## src/rtl/piso_serializer_if.sv

```systemverilog
// Handshake and serial-link bundle between a word source and piso_serializer.
// The word source drives data_in/valid/ce; the serializer drives the rest.
interface piso_serializer_if #(
  parameter int N = 6
);
  logic [N-1:0] data_in;
  logic         valid;
  logic         ready;
  logic         ce;
  logic         ser_out;
  logic         frame;
  logic         done;

  modport master (
    output data_in,
    output valid,
    output ce,
    input  ready,
    input  ser_out,
    input  frame,
    input  done
  );

  modport slave (
    input  data_in,
    input  valid,
    input  ce,
    output ready,
    output ser_out,
    output frame,
    output done
  );
endinterface

```

## src/rtl/piso_serializer.sv

```systemverilog
// Parallel-in serial-out transmitter: takes an N-bit word on a valid/ready
// handshake and shifts it out one bit per ce tick, framed by frame and done.
module piso_serializer #(
  parameter int N         = 6,
  parameter bit MSB_FIRST = 1'b1
) (
  input logic              clk,
  input logic              rst_n,
  piso_serializer_if.slave bus
);

  localparam int CW = (N > 1) ? $clog2(N) : 1;
  localparam logic [CW-1:0] LAST = CW'(N - 1);

  typedef enum logic {
    IDLE  = 1'b0,
    SHIFT = 1'b1
  } state_t;

  state_t          state_r;
  state_t          state_s;
  logic [N-1:0]    shift_r;
  logic [N-1:0]    shift_s;
  logic [CW-1:0]   cnt_r;
  logic [CW-1:0]   cnt_s;
  logic            ser_r;
  logic            ser_s;
  logic            frame_r;
  logic            frame_s;
  logic            done_r;
  logic            done_s;
  logic            ready_s;
  logic            load_s;
  logic            step_s;
  logic            last_s;

  // Bit of a word that goes on the line first, given the shift direction.
  function automatic logic first_bit(input logic [N-1:0] w);
    if (MSB_FIRST) begin
      first_bit = w[N-1];
    end else begin
      first_bit = w[0];
    end
  endfunction

  // Word after one bit has been consumed from the transmit end.
  function automatic logic [N-1:0] shift_once(input logic [N-1:0] w);
    if (MSB_FIRST) begin
      shift_once = {w[N-2:0], 1'b0};
    end else begin
      shift_once = {1'b0, w[N-1:1]};
    end
  endfunction

  assign load_s = (state_r == IDLE) && bus.valid;
  assign step_s = (state_r == SHIFT) && bus.ce;
  assign last_s = (cnt_r == LAST);

  // State register
  always_ff @(posedge clk or negedge rst_n) begin
    if (!rst_n) begin
      state_r <= IDLE;
    end else begin
      state_r <= state_s;
    end
  end

  // Next-state decode; ce in IDLE and valid in SHIFT are ignored
  always_comb begin
    state_s = state_r;
    case (state_r)
      IDLE: begin
        if (bus.valid) begin
          state_s = SHIFT;
        end else begin
          state_s = IDLE;
        end
      end
      SHIFT: begin
        if (bus.ce && last_s) begin
          state_s = IDLE;
        end else begin
          state_s = SHIFT;
        end
      end
      default: begin
        state_s = IDLE;
      end
    endcase
  end

  // Datapath next values: load, advance one bit, or close the frame
  always_comb begin
    shift_s = shift_r;
    cnt_s   = cnt_r;
    ser_s   = ser_r;
    frame_s = frame_r;
    done_s  = 1'b0;
    if (load_s) begin
      // a ce on the load edge is not a bit tick, so the first bit gets a full period
      shift_s = bus.data_in;
      cnt_s   = {CW{1'b0}};
      ser_s   = first_bit(bus.data_in);
      frame_s = 1'b1;
    end else if (step_s && !last_s) begin
      shift_s = shift_once(shift_r);
      cnt_s   = cnt_r + CW'(1'b1);
      ser_s   = first_bit(shift_once(shift_r));
      frame_s = 1'b1;
    end else if (step_s) begin
      shift_s = {N{1'b0}};
      cnt_s   = {CW{1'b0}};
      ser_s   = 1'b0;
      frame_s = 1'b0;
      done_s  = 1'b1;
    end else begin
      shift_s = shift_r;
      cnt_s   = cnt_r;
      ser_s   = ser_r;
      frame_s = frame_r;
      done_s  = 1'b0;
    end
  end

  // Datapath and output registers; reset aborts any word in flight
  always_ff @(posedge clk or negedge rst_n) begin
    if (!rst_n) begin
      shift_r <= {N{1'b0}};
      cnt_r   <= {CW{1'b0}};
      ser_r   <= 1'b0;
      frame_r <= 1'b0;
      done_r  <= 1'b0;
    end else begin
      shift_r <= shift_s;
      cnt_r   <= cnt_s;
      ser_r   <= ser_s;
      frame_r <= frame_s;
      done_r  <= done_s;
    end
  end

  // Output decode: ready follows the state directly
  always_comb begin
    ready_s = 1'b0;
    case (state_r)
      IDLE:    ready_s = 1'b1;
      SHIFT:   ready_s = 1'b0;
      default: ready_s = 1'b0;
    endcase
  end

  assign bus.ready   = ready_s;
  assign bus.ser_out = ser_r;
  assign bus.frame   = frame_r;
  assign bus.done    = done_r;

endmodule

```

## src/flat_wrapper.sv

```systemverilog
// flat-port wrapper written by rule: the top's interface ports become plain ports
module piso_serializer_flat 
#(
  parameter int N         = 6,
  parameter bit MSB_FIRST = 1'b1
)
  (clk, rst_n, bus_data_in, bus_valid, bus_ce, bus_ready, bus_ser_out, bus_frame, bus_done);
  piso_serializer_if #(.N(N)) bus_i ();
  input logic clk;
  input logic rst_n;
  input wire logic [$bits(bus_i.data_in)-1:0] bus_data_in;
  input wire logic [$bits(bus_i.valid)-1:0] bus_valid;
  input wire logic [$bits(bus_i.ce)-1:0] bus_ce;
  output wire logic [$bits(bus_i.ready)-1:0] bus_ready;
  output wire logic [$bits(bus_i.ser_out)-1:0] bus_ser_out;
  output wire logic [$bits(bus_i.frame)-1:0] bus_frame;
  output wire logic [$bits(bus_i.done)-1:0] bus_done;
  assign bus_i.data_in = bus_data_in;
  assign bus_i.valid = bus_valid;
  assign bus_i.ce = bus_ce;
  assign bus_ready = bus_i.ready;
  assign bus_ser_out = bus_i.ser_out;
  assign bus_frame = bus_i.frame;
  assign bus_done = bus_i.done;
  piso_serializer #(.N(N), .MSB_FIRST(MSB_FIRST)) u_core (.clk(clk), .rst_n(rst_n), .bus(bus_i));
endmodule
```

## config.mk

```make
export PLATFORM = sky130hd
export DESIGN_NAME = piso_serializer_flat
export DESIGN_NICKNAME = d
export VERILOG_FILES = /design/src/rtl/piso_serializer_if.sv /design/src/rtl/piso_serializer.sv /design/src/flat_wrapper.sv
export SDC_FILE = /design/constraint.sdc
export NUM_CORES = 1
export LEC_CHECK = 0
export ABC_AREA = 1
export CORE_AREA = 3 3 40 42
export CTS_BUF_LIST = sky130_fd_sc_hd__clkbuf_8
export CTS_CLUSTER_SIZE = 12
export DETAILED_ROUTE_END_ITERATION = 8
export DIE_AREA = 0 0 43 45
export PLACE_DENSITY_LB_ADDON = 0.25
export SYNTH_ARGS = -nofsm -noshare
export SYNTH_HDL_FRONTEND = slang
export SYNTH_SLANG_ARGS = --single-unit
```

## constraint.sdc

```tcl
create_clock -name clk -period 1.12 [get_ports clk]
set_clock_uncertainty 0.2 [all_clocks]
set_input_delay 0.168 -clock clk [delete_from_list [all_inputs] [get_ports clk]]
set_output_delay 0.168 -clock clk [all_outputs]
set_load 0.02 [all_outputs]
```

# Yosys cells after proc, flatten, opt, wreduce, memory -nomap -nowiden
# Index checks and enable logic that the tools add are counted.
# Widths: inputs -> output; s select.
# classes
n_addsub,1
eq_ne,1
mux,18
n_bitwise,1
n_reduce_logical,6
# ops
op,n
$mux 5,3
$mux 1,10
$mux 3,3
$logic_and 1x1->1,4
$pmux 1 s2,2
$add 3x1->3 const B,1
$eq 3x3->1 const B,1
$reduce_bool 3->1,1
$logic_not 1->1,1
$not 1->1,1
# totals
regBits,12
in_bits,10
out_inout_bits,4
wordCells,33

# Logic depth before layout (Yosys ltp)
# depth
word_depth,5
depth_mapped,6
mapped_depth_nobuf,6

# Worst setup path before layout
# Ideal clock, no wire load.
# synth_path
kind,reg2reg
from,register u_core.state_r
to,"register u_core.ser_r, in the netlist u_core.bus.ser_out"
setup_time_ns,0.124
arrival_ns,0.863
required_ns,0.796
slack_ns,-0.067
path_stages_with_launch,5
n_path_buf,0
synth_period_minus_slack_ns,1.187
path_cell_list,dfrtp_1 -> inv_1 -> nand2_4 -> nand3_1 -> nand3_1
# synth_via
elab_chain_len,4
word_cells_on_any_way,7
cone_classes,2 x mux; 1 x bitwise; 4 x reduce/logical
# synth_lines
item,line,rtl
from (decl),piso_serializer.sv:20,state_t state_r;
from (signal assigned),piso_serializer.sv:64,state_r <= state_s;
$logic_and 1x1->1,piso_serializer.sv:56,assign step_s = (state_r == SHIFT) && bus.ce;
$logic_and 1x1->1,piso_serializer.sv:105,end else if (step_s && !last_s) begin
$mux 1,piso_serializer.sv:105,
$mux 1,piso_serializer.sv:99,if (load_s) begin
to (signal assigned),piso_serializer.sv:136,ser_r <= ser_s;
to (decl),piso_serializer.sv:26,logic ser_r;
# Several ways; a longest one is shown, not always the timed one.
# A chain may end at the register's enable or synchronous reset.

# Final worst setup path
# layout_path
from,register u_core.cnt_r[1]
to,"register u_core.frame_r, in the netlist u_core.bus.frame"
# layout_via
elab_chain_len,5
word_cells_on_any_way,6
cone_classes,1 x eq/ne; 2 x mux; 3 x reduce/logical
# layout_lines
item,line,rtl
from (decl),piso_serializer.sv:24,logic [CW-1:0] cnt_r;
from (signal assigned),piso_serializer.sv:129,cnt_r <= {CW{1'b0}};
from (signal assigned),piso_serializer.sv:135,cnt_r <= cnt_s;
$eq 3x3->1 (*),piso_serializer.sv:57,assign last_s = (cnt_r == LAST);
$logic_not 1->1 (*),piso_serializer.sv:105,
$logic_and 1x1->1 (*),piso_serializer.sv:105,
$mux 1,piso_serializer.sv:105,
$mux 1,piso_serializer.sv:99,
to (signal assigned),piso_serializer.sv:137,frame_r <= frame_s;
to (decl),piso_serializer.sv:28,logic frame_r;
# Mark *: on every way between the ends. The rest lies on a longest branch, timed or not.

==> results.md <==
- Status: complete, but fails checks
- Failing checks: setup timing
- Worst path slowest cell: dfrtp_1
- Gate Count Post-Synth: 63
- Max Cap Viol: 0
- Die footprint: 1940 um^2
- Vias in the first global route: about 520
- Routed WL: 1510 um
- Total track usage: 0.165
- Part of the power in registers: 0.331
- PnR Total Power: 2.25 mW
- # setup viols final: 12
- Tcrit/Tclk final: 1.09
- TritonCTS clock tree: done
- Initial antenna violation count: 0
- Clock share of power: 0.207
- Sw power: between 0.8 and 0.9 mW
- Register area share after synthesis: 0.531
- Met1 usage: 0.221
- CP endpoint kind: flop
- Area of the multi-input gates: 385 um^2
- Register bit total from synthesis: 12
- Synth warn: 0
- Clk slew on worst S/H paths: 0.05 ns
- Met3 GRT Util: 0.0558
- Worst min-delay path class: primary input to asynchronous set/reset pin
- Fraction of layout cells with a size suffix above 1: 0.522
- Die height: 45 um
- Most Crowded Layer GR: met2
- Max-slew violation count: 0
- Synth area leader: dfrtp_1
- Reg-to-reg startpoint: u_core.cnt_r[1]$_DFFE_PN0P_
- Crit path launch type: flop
- Root Driver: clkbuf_8
- CP peak stage delay: about 0.40 ns
- Clock sink count: 12
- Diode count: 0
- Via count: 537
- Pre-antenna DRT Iters: 4
- Crit path kind: flop to flop
- Max FO, Critical Path: 7
- RSZ-0062 raised after global routing: yes
- Final Cell Area: 1010 um^2
- Critical path buffer and inverter count: 1
- Internal power: 1.43 mW
- Synth unique cells: 14
- Worst EP arrival: roughly 1.1 ns
- Crit-path leading delay family: flip-flops
- Post-Route Setup TNS: -0.924 ns
- PortBufs: 13
- Data required time of the critical path: about 1.0 ns
- Slew margin rel.: 0.796
- Worst-Skew Late Latency: 0.24 ns
- CTS Buffer Depth: 2
- Minimum clock period: between 1 and 1.5 ns
- Grt ovf: 0
- Syn Area/Cell: approximately 9 um^2
- Mapped cell area: 566 um^2
- Initial core utilization: 0.440
- Register area: 300 um^2
- Hold Buf Count CTS: 0
- Pleak: 0.489 nW
- Top Ports: 14
- Worst vdd ir: 0.00142 V
- Synth top area cells: dfrtp_1, nand3_1, nand2_1, ha_1, nand2_2
- Placed inst area: 773 um^2
- Syn_nets: 75
- First-pass GRT wire length: 2370 um
- Syn-to-layout area delta: 79.4%
- DRT iter0 DRCs: 15
- Filler cells: 77
- Top cell type's share of synthesized area: 0.531
- Site Rows: 13
- CTS Buf Count: 3
- Final setup margin: -0.102 ns
- Worst-Margin Slew: 0.306 ns
- Final hold violations: 0
- Power Density: 2210 nW/um^2
- GR Layer Usage met2: 0.249
- Global placer's final weighted congestion: 0.810
- HPWL after DPL: around 860 um
- Core box area: 1280 um^2
- Commonest cells after routing, fill and taps aside: nand3_2, dfrtp_1, nand2_1, buf_4
- Post-route DRC: 0
- Critical path cell sequence: inv_2 -> ha_4 -> nand2_8 -> nand2_4 -> nand3_2
- Via density: ~5.0
- Largest net degree at the start of global routing: 13
- Nets: 105
- DR WL/cell: 14.1 um
- H-tree levels: 1
- Routed Antenna Nets: 0
- Switching Share: 0.362
- CP startpoint: u_core.cnt_r[1]$_DFFE_PN0P_
- Fmax achieved: 818 MHz
- Die W: 43 um
- Comb pwr share: 0.461
-- synthesized netlist by cell type (all sizes together) --
cell type and n:
o21ai 2, nand2 15, dfrtp 12, buf 1, clkinv 1, ha 2, a21oi 2, nand3 20
inv 4, nor2 4
-- area by class of cell --
| type | instances | area share |
|---|---|---|
| clock buffer | 4 | 0.0543 |
| timing repair buffer | 25 | 0.228 |
| inverter | 5 | 0.0234 |
| tap | 15 | 0.0185 |
| multi-input combinational | 46 | 0.380 |
| sequential | 12 | 0.296 |
-- final timing paths --
| kind | endpoint | slack (ns) | cells past startpoint |
|---|---|---|---|
| min in group clk | u_core.shift_r[0]$_DFFE_PN0P_ | 0.27 | 3 |
| setup reg to reg | u_core.bus.frame$_DFFE_PN0P_ | -0.10 | 5 |
| hold / removal | u_core.bus.done$_DFF_PN0_ | 0.03 | 2 |
| max in group asynchronous | u_core.shift_r[0]$_DFFE_PN0P_ | 0.53 | 2 |
| hold reg to reg | u_core.shift_r[3]$_DFFE_PN0P_ | 0.33 | 2 |
| setup / recovery | u_core.bus.frame$_DFFE_PN0P_ | -0.10 | 5 |
-- state kept, by name, indices dropped and copies added, names as in the netlist --
signal / flops
u_core.shift_r: 5
u_core.bus.ser_out: 1
u_core.cnt_r: 3
u_core.state_r: 1
u_core.bus.done: 1
u_core.bus.frame: 1
-- layer usage --
layer	up-vias	part of all wire
li1	273	-
met1	246	0.48
met2	14	0.46
met3	4	0.040
met4	0	0.015
met5	-	0
-- cells by family after synthesis --
group,synth area share
buffers and inverters,0.0553
and+or+nand+nor,0.334
AOI/OAI and AO/OA,0.0354
adders and majority gates,0.0442
DFF,0.531
-- through the flow --
step	hold WS [ns]	setup WS, ns	util	instances
2_1_floorplan	-0.328	-0.0199	-	63
3_3_place_gp	0.284	-0.308	0.602	98
3_5_place_dp	0.283	-0.344	0.602	98
4_1_cts	0.0404	-0.0760	0.696	105
5_1_grt	0.0514	-0.160	0.790	107
6_report	0.0345	-0.102	0.790	107
-- power groups by stage --
stage | combinational (mW) | sequential (mW) | clock, mW
2_1_floorplan | 0.353 | 0.729 | 0
3_3_place_gp | 0.681 | 0.697 | 0
3_5_place_dp | 0.689 | 0.711 | 0
4_1_cts | 0.830 | 0.721 | 0.478
5_1_grt | 1.13 | 0.761 | 0.506
6_report | 1.04 | 0.744 | 0.465
-- what timing repair did --
action / in CTS / in global routing
gates resized for setup: 32 / 21
gates cloned: 1 / 0
endpoints found under the setup margin: 16 / 16
setup buffers: 2 / 2
pin swaps: 2 / 10
Note: power is estimated with default switching activity, not from simulation.
